`config.mk`:
```
export PLATFORM = sky130hd
export DESIGN_NAME = taxi_xfcp_us_arb
export DESIGN_NICKNAME = d
export VERILOG_FILES = /design/src/rtl/taxi_xfcp_us_arb.sv
export SDC_FILE = /design/constraint.sdc
export NUM_CORES = 1
export LEC_CHECK = 0
export CORE_MARGIN = 2
export CORE_UTILIZATION = 40
export CTS_BUF_LIST = sky130_fd_sc_hd__clkbuf_16
export DETAILED_ROUTE_END_ITERATION = 16
export PLACE_DENSITY = 0.93
export SLEW_MARGIN = 20
export SYNTH_ARGS = -nofsm -noshare
export SYNTH_HDL_FRONTEND = slang
export SYNTH_SLANG_ARGS = --single-unit
```
`constraint.sdc`:
```
create_clock -name clk -period 3.3 [get_ports clk]
set_input_delay 0.495 -clock clk [delete_from_list [all_inputs] [get_ports clk]]
set_output_delay 0.495 -clock clk [all_outputs]
set_load 0.05 [all_outputs]
```
`src/rtl/taxi_xfcp_us_arb.sv`:
```
`default_nettype none
// ============================================================================
// Module   : taxi_xfcp_us_arb
// Purpose  : Frame-atomic round-robin arbiter merging the upstream (response)
//            byte streams of PORTS downstream XFCP ports onto the single
//            upstream port of an XFCP switch. A granted port owns the output
//            until its tlast beat is accepted. One registered output stage.
// Ports    : clk, rst_n (async active-low)
//            s_tdata/s_tvalid/s_tready/s_tlast/s_tuser : per-port inputs,
//                port i data in s_tdata[8*i+7:8*i]
//            m_tdata/m_tvalid/m_tready/m_tlast/m_tuser : merged output
//            grant : current / last granted port index
//            busy  : high while a frame is in progress
// Options  : TAXI_XFCP_ARB_TIMEOUT_EN - when defined, a granted port that
//            stalls mid-frame for TIMEOUT cycles gets its frame terminated
//            with a synthetic error beat (0x00, tlast=1, tuser=1) and the
//            remainder of its frame is discarded.
// Revision : 1.0 - initial release
// ============================================================================
module taxi_xfcp_us_arb #(
    parameter int PORTS   = 4,
    parameter int TIMEOUT = 1024
) (
    input  logic                                        clk,
    input  logic                                        rst_n,
    input  logic [PORTS*8-1:0]                          s_tdata,
    input  logic [PORTS-1:0]                            s_tvalid,
    output logic [PORTS-1:0]                            s_tready,
    input  logic [PORTS-1:0]                            s_tlast,
    input  logic [PORTS-1:0]                            s_tuser,
    output logic [7:0]                                  m_tdata,
    output logic                                        m_tvalid,
    input  logic                                        m_tready,
    output logic                                        m_tlast,
    output logic                                        m_tuser,
    output logic [(PORTS > 1 ? $clog2(PORTS) : 1)-1:0]  grant,
    output logic                                        busy
);

    localparam int c_GW = (PORTS > 1) ? $clog2(PORTS) : 1;

    if (PORTS < 1 || PORTS > 16 || TIMEOUT < 1) begin : g_bad_param
        $error("taxi_xfcp_us_arb: PORTS must be 1..16 and TIMEOUT >= 1");
    end

    typedef enum logic [1:0] {
        ST_IDLE = 2'd0,
        ST_XFER = 2'd1
`ifdef TAXI_XFCP_ARB_TIMEOUT_EN
        , ST_DROP = 2'd2
`endif
    } state_t;

    state_t            r_state;
    state_t            w_state_next;
    logic [c_GW-1:0]   r_grant;
    logic [c_GW-1:0]   w_grant_next;
    logic              r_busy;
    logic              w_busy_next;

    logic [7:0]        r_m_tdata;
    logic              r_m_tvalid;
    logic              r_m_tlast;
    logic              r_m_tuser;

    logic [PORTS-1:0]  w_s_tready;
    logic              w_ready;
    logic              w_load;
    logic [7:0]        w_load_data;
    logic              w_load_last;
    logic              w_load_user;

    logic              w_req_any;
    logic [c_GW-1:0]   w_req_sel;

    logic              w_cur_valid;
    logic              w_cur_last;
    logic              w_cur_user;
    logic [7:0]        w_cur_data;

    // The output register can take a new beat when empty or draining.
    assign w_ready     = !r_m_tvalid || m_tready;

    assign w_cur_valid = s_tvalid[r_grant];
    assign w_cur_last  = s_tlast[r_grant];
    assign w_cur_user  = s_tuser[r_grant];
    assign w_cur_data  = s_tdata[{r_grant, 3'b000} +: 8];

    // Round-robin search starting one past the last grant. Iterating from
    // the farthest offset down lets the nearest requester overwrite the
    // selection, so the lowest offset from grant+1 wins.
    always_comb begin
        w_req_any = 1'b0;
        w_req_sel = r_grant;
        for (int i = PORTS; i >= 1; i--) begin
            if (s_tvalid[c_GW'((int'(r_grant) + i) % PORTS)]) begin
                w_req_any = 1'b1;
                w_req_sel = c_GW'((int'(r_grant) + i) % PORTS);
            end
        end
    end

`ifdef TAXI_XFCP_ARB_TIMEOUT_EN
    localparam int c_TW = $clog2(TIMEOUT + 1);

    logic [c_TW-1:0]   r_to_cnt;
    logic              w_timed_out;

    assign w_timed_out = (r_to_cnt == c_TW'(TIMEOUT));

    // Counts stalled cycles of the granted port; saturates at TIMEOUT and
    // holds there until the terminator beat moves the FSM to DROP.
    always_ff @(posedge clk or negedge rst_n) begin
        if (!rst_n) begin
            r_to_cnt <= '0;
        end else if (r_state != ST_XFER) begin
            r_to_cnt <= '0;
        end else if (w_cur_valid && w_s_tready[r_grant]) begin
            r_to_cnt <= '0;
        end else if (!w_cur_valid && !w_timed_out) begin
            r_to_cnt <= r_to_cnt + 1'b1;
        end
    end
`endif

    always_comb begin
        w_state_next = r_state;
        w_grant_next = r_grant;
        w_busy_next  = r_busy;
        w_s_tready   = '0;
        w_load       = 1'b0;
        w_load_data  = 8'h00;
        w_load_last  = 1'b0;
        w_load_user  = 1'b0;

        case (r_state)
            ST_IDLE: begin
                if (w_req_any) begin
                    w_grant_next = w_req_sel;
                    w_busy_next  = 1'b1;
                    w_state_next = ST_XFER;
                end
            end

            ST_XFER: begin
`ifdef TAXI_XFCP_ARB_TIMEOUT_EN
                if (w_timed_out) begin
                    if (w_ready) begin
                        w_load       = 1'b1;
                        w_load_data  = 8'h00;
                        w_load_last  = 1'b1;
                        w_load_user  = 1'b1;
                        w_state_next = ST_DROP;
                    end
                end else begin
`endif
                    w_s_tready[r_grant] = w_ready;
                    if (w_cur_valid && w_ready) begin
                        w_load      = 1'b1;
                        w_load_data = w_cur_data;
                        w_load_last = w_cur_last;
                        w_load_user = w_cur_user;
                        if (w_cur_last) begin
                            w_state_next = ST_IDLE;
                            w_busy_next  = 1'b0;
                        end
                    end
`ifdef TAXI_XFCP_ARB_TIMEOUT_EN
                end
`endif
            end

`ifdef TAXI_XFCP_ARB_TIMEOUT_EN
            // Swallow the rest of the terminated frame without forwarding.
            ST_DROP: begin
                w_s_tready[r_grant] = 1'b1;
                if (w_cur_valid && w_cur_last) begin
                    w_state_next = ST_IDLE;
                    w_busy_next  = 1'b0;
                end
            end
`endif

            default: begin
                w_state_next = ST_IDLE;
                w_busy_next  = 1'b0;
            end
        endcase
    end

    always_ff @(posedge clk or negedge rst_n) begin
        if (!rst_n) begin
            r_state    <= ST_IDLE;
            r_grant    <= c_GW'(PORTS - 1);
            r_busy     <= 1'b0;
            r_m_tdata  <= 8'h00;
            r_m_tvalid <= 1'b0;
            r_m_tlast  <= 1'b0;
            r_m_tuser  <= 1'b0;
        end else begin
            r_state <= w_state_next;
            r_grant <= w_grant_next;
            r_busy  <= w_busy_next;
            if (w_load) begin
                r_m_tdata  <= w_load_data;
                r_m_tlast  <= w_load_last;
                r_m_tuser  <= w_load_user;
                r_m_tvalid <= 1'b1;
            end else if (m_tready) begin
                r_m_tvalid <= 1'b0;
            end
        end
    end

    assign s_tready = w_s_tready;
    assign m_tdata  = r_m_tdata;
    assign m_tvalid = r_m_tvalid;
    assign m_tlast  = r_m_tlast;
    assign m_tuser  = r_m_tuser;
    assign grant    = r_grant;
    assign busy     = r_busy;

endmodule
`default_nettype wire

```
# Yosys cells after proc, flatten, opt, wreduce, memory -nomap -nowiden
# Index checks and enable logic that the tools add are counted.
# op_classes
n_addsub	4
magnitude_cmp	6
n_eq_ne	4
shifts	1
mux	47
n_bitwise	1
n_reduce_logical	9
# ops
op	count
$shiftx 32x6->8	1
$mux 1	27
$lt 2x4->1 const B	4
$mux 8	2
$bmux 1 s2	7
$mux 2	7
$ne 2x2->1 const B	3
$reduce_and 3->1	2
$add 2x1->2 const B	2
$add 2x2->2 const B	2
$and 4x4->4	1
$mux 4	1
$pmux 2 s2	1
$reduce_bool 4->1	1
$lt 2x3->1 const B	1
$demux 1 s2	1
$eq 2x1->1 const B	1
$ge 2x1->1 const B	1
$logic_and 1x1->1	2
$logic_not 2->1	1
$pmux 1 s2	1
$reduce_bool 2->1	1
$logic_not 1->1	1
$logic_or 1x1->1	1
# totals
ff_bits	16
in_bits	47
output_inout_bits	18
wordCells	79

# Longest topological paths before layout
# logic_depth
ltp_word	10
ltp_mapped	8
mapped_depth_nobuf	6

# Worst setup path after synthesis
# OpenSTA, ideal clock, no wires.
# synth_timing
kind	register to output
from	reg r_grant[1], in the netlist grant[1]
to	out s_tready[0]
arrival_ns	1.854
t_required_ns	2.805
setup_slack_ns	0.951
stages_incl_launch_ff	6
n_path_buf	2
cell_sequence	dfstp_2 > buf_2 > buf_1 > inv_1 > ha_1 > and3_1
# synth_via
elab_chain_len	6
word_cells_on_any_way	7
cone_classes	2 x order compare; 3 x mux; 1 x bitwise; 1 x reduce/logical
# synth_rtl
item	line	rtl
from (decl)	56	logic [c_GW-1:0] r_grant;
from (signal assigned)	194	r_grant <= c_GW'(PORTS - 1);
from (signal assigned)	202	r_grant <= w_grant_next;
$lt 2x3->1 (implied by the code) or $ge 2x1->1 (tied branches)	157	w_s_tready[r_grant] = w_ready;
$logic_and 1x1->1 (implied by the code)	157	
$mux 1 (implied by the code)	157	
$demux 1 s2 *	157	
$and 4x4->4 (no source line) *	-	
$mux 4 *	136	case (r_state)
to (decl)	28	output logic [PORTS-1:0] s_tready,
# Every way passes the cells marked *; elsewhere a longest branch is shown, timed or not.

# Final worst setup path
# layout_timing
from	reg r_grant[0], in the netlist grant[0]
to	out s_tready[0]
# Same word-level chain as after synthesis.

==> flow_summary.ini <==
[drt]
routedWlPerCell_um = 16.6
vias = 944
ant_nets = 0
post-route-drc-count = 0
drt_iter0_markers = 13
first_pass_iters = 4
finalWirelength_um = 2860
viasPerCell = 5.49

[sta]
fin_worst_skew_ps = 1.07
final.period_utilization = 0.857
fin_setup_tns_ps = 0
fmax_mhz = 353
max_slew_margin = 0.588
fin_crit_ps = 2830
drv_slew = 0
final-hold-violation-count = 0
tightest_slew_ps = 616
final.setup.worst_slack_ps = 470
setup_viol = 0
rsz0062_at_grt = false

[placement]
place_ws_ps = 620
numPortBuffers = 64
routabilityCongestion = 0.801
dp.cells = 169
dpl-instance-area_um2 = 1720

[final_layout]
fillers = 184
final_area_um2 = 1790
final_cell_mix = clkdlybuf4s50_1, dfrtp_1, mux2_4
layout.nets = 195
num_antenna_cells = 0
drive_above_1_share = 0.148
layout_commonest_cell = clkdlybuf4s50_1
fin_cells = 172
syn2layout_area_growth_pct = 64.3

[critical_path]
r2r_slack_ps = 1010
worst_setup_path_end_kind = primary output
arrival_ps = 2330
cp-start-kind = flip-flop
ff2ff_path_depth = 3
worstSetupPathType = flip-flop to primary output
r2r-start = grant[0]
r2r-end = m_tdata[7]
crit_path_max_fanout = 21
critical_path_required_ps = 2800

[hold_path]
hold_class = flip-flop to flip-flop
worstHoldPathCells = 2
worstHoldStart = m_tlast
whs_endpoint = m_tlast

[power]
leakagePower_nw = 0.738
ir_drop_v = 0.000668
powerDensity_nw_per_um2 = 1010

[logic_synthesis]
syn_area_per_cell_um2 = 13.5
ys_types = 32
synthArstFlopShare = 1.00
ys_warn_count = 0
synthCells = 81
synth-edff-count = 0
ys.flop_type = dfrtp_1
ys_ff_latch = 14
syn_nets = 132
synth_seq_area_share = 0.324
netlist_area_um2 = 1090

[grt]
grt_util_all_layers = 0.195
antenna_found_initial = 0
grt_max_degree = 22
grt_first_pass_wirelength_um = 4790
grt_pass1_vias = 1010
overflow = 0

[cts]
cts_tree = built
cts.repair.resized = 0
root_buffer = clkbuf_16
clkTransAtPathRegs_ps = 40
cts_hold_buf = 0
clock_latency_ps = 240
h-tree-depth = 1
clockBufferDepth = 2
cts_buffers = 3
post_cts_buffers = 0
cts.sink_count = 14

[die]
die-area_um2 = 3160
die_height_um = 56.2
die_w_um = 56.2
io_pins = 65
coreArea_um2 = 2520
start_util = 0.432
rows = 18

[run_status]
status = finished clean

[run]
drv_cap = 0
cells by family (layout without fill, tap and decap cells):
family | count (synthesis) | in the layout | synth area share
muxes | 23 | 23 | 0.393
DFF | 14 | 14 | 0.324
AOI/OAI and AO/OA | 10 | 10 | 0.0689
and+or+nand+nor | 22 | 22 | 0.114
adders and majority gates | 4 | 4 | 0.0459
buffers and inverters | 8 | 69 | 0.0551
routing by layer:
layer | track usage | share of wire
met5 | 0 | 0
met3 | 0.0349 | 0.059
met2 | 0.351 | 0.54
met4 | 0.0714 | 0.017
met1 | 0.229 | 0.39
how the worst max path moves through the flow:
stage             start     endpoint  cells after the start  slack, ps
5_1_grt        grant[0]  s_tready[2]                      4        350
4_1_cts        grant[0]  s_tready[0]                      4        450
3_5_place_dp   m_tready  s_tready[0]                      4        620
3_3_place_gp   m_tready  s_tready[0]                      4        600
2_1_floorplan  grant[1]  s_tready[0]                      5        950
6_report       grant[0]  s_tready[0]                      4        470
where the power goes:
part	switching, mW	internal (mW)
combinational	0.617	0.551
sequential	0.138	0.274
clock	0.0643	0.158
Yosys cell counts, types with 2 or more instances:
library cell / number / area share
dfstp_2: 2 / 0.048
a2111oi_0: 2 / 0.016
mux2_4: 8 / 0.11
nor3_1: 4 / 0.018
nor2b_1: 2 / 0.011
and3_1: 4 / 0.023
nand2_1: 3 / 0.010
a21oi_1: 2 / 0.0092
nor3b_1: 2 / 0.014
inv_1: 2 / 0.0069
nor2_1: 3 / 0.010
mux4_1: 5 / 0.12
mux4_2: 6 / 0.12
dfrtp_1: 12 / 0.28
o41ai_1: 2 / 0.016
mux2i_1: 3 / 0.028
ha_1: 4 / 0.046
flip-flops by register name (all words and copies together), names as in the netlist:
| signal | count |
|---|---|
| m_tdata | 8 |
| grant | 2 |
| busy | 1 |
| m_tlast | 1 |
| m_tuser | 1 |
| m_tvalid | 1 |
worst max-delay path: stages, from the launching register on:
cell and delay [ps]:
dfstp_2 850, inv_1 160, ha_1 220, and3_1 160, clkdlybuf4s50_1 700
final cells by class:
type,instances,area (µm²),area share
Multi-Input combinational cell,59,677,0.378
Timing Repair Buffer,64,641,0.358
Sequential cell,14,353,0.197
Clock buffer,3,75.1,0.0419
Tap cell,30,37.5,0.0210
Inverter,2,7.51,0.00419
through the flow:
step | util | hold slack (ps) | power (mW)
after detailed placement | 0.680 | 476 | 1.59
final | 0.710 | 484 | 1.80
after floorplan | - | 199 | 1.28
after global routing | 0.710 | 514 | 1.91
after global placement | 0.680 | 476 | 1.56
after CTS | 0.710 | 489 | 1.81
No activity file was read; power rests on OpenSTA's default activity.
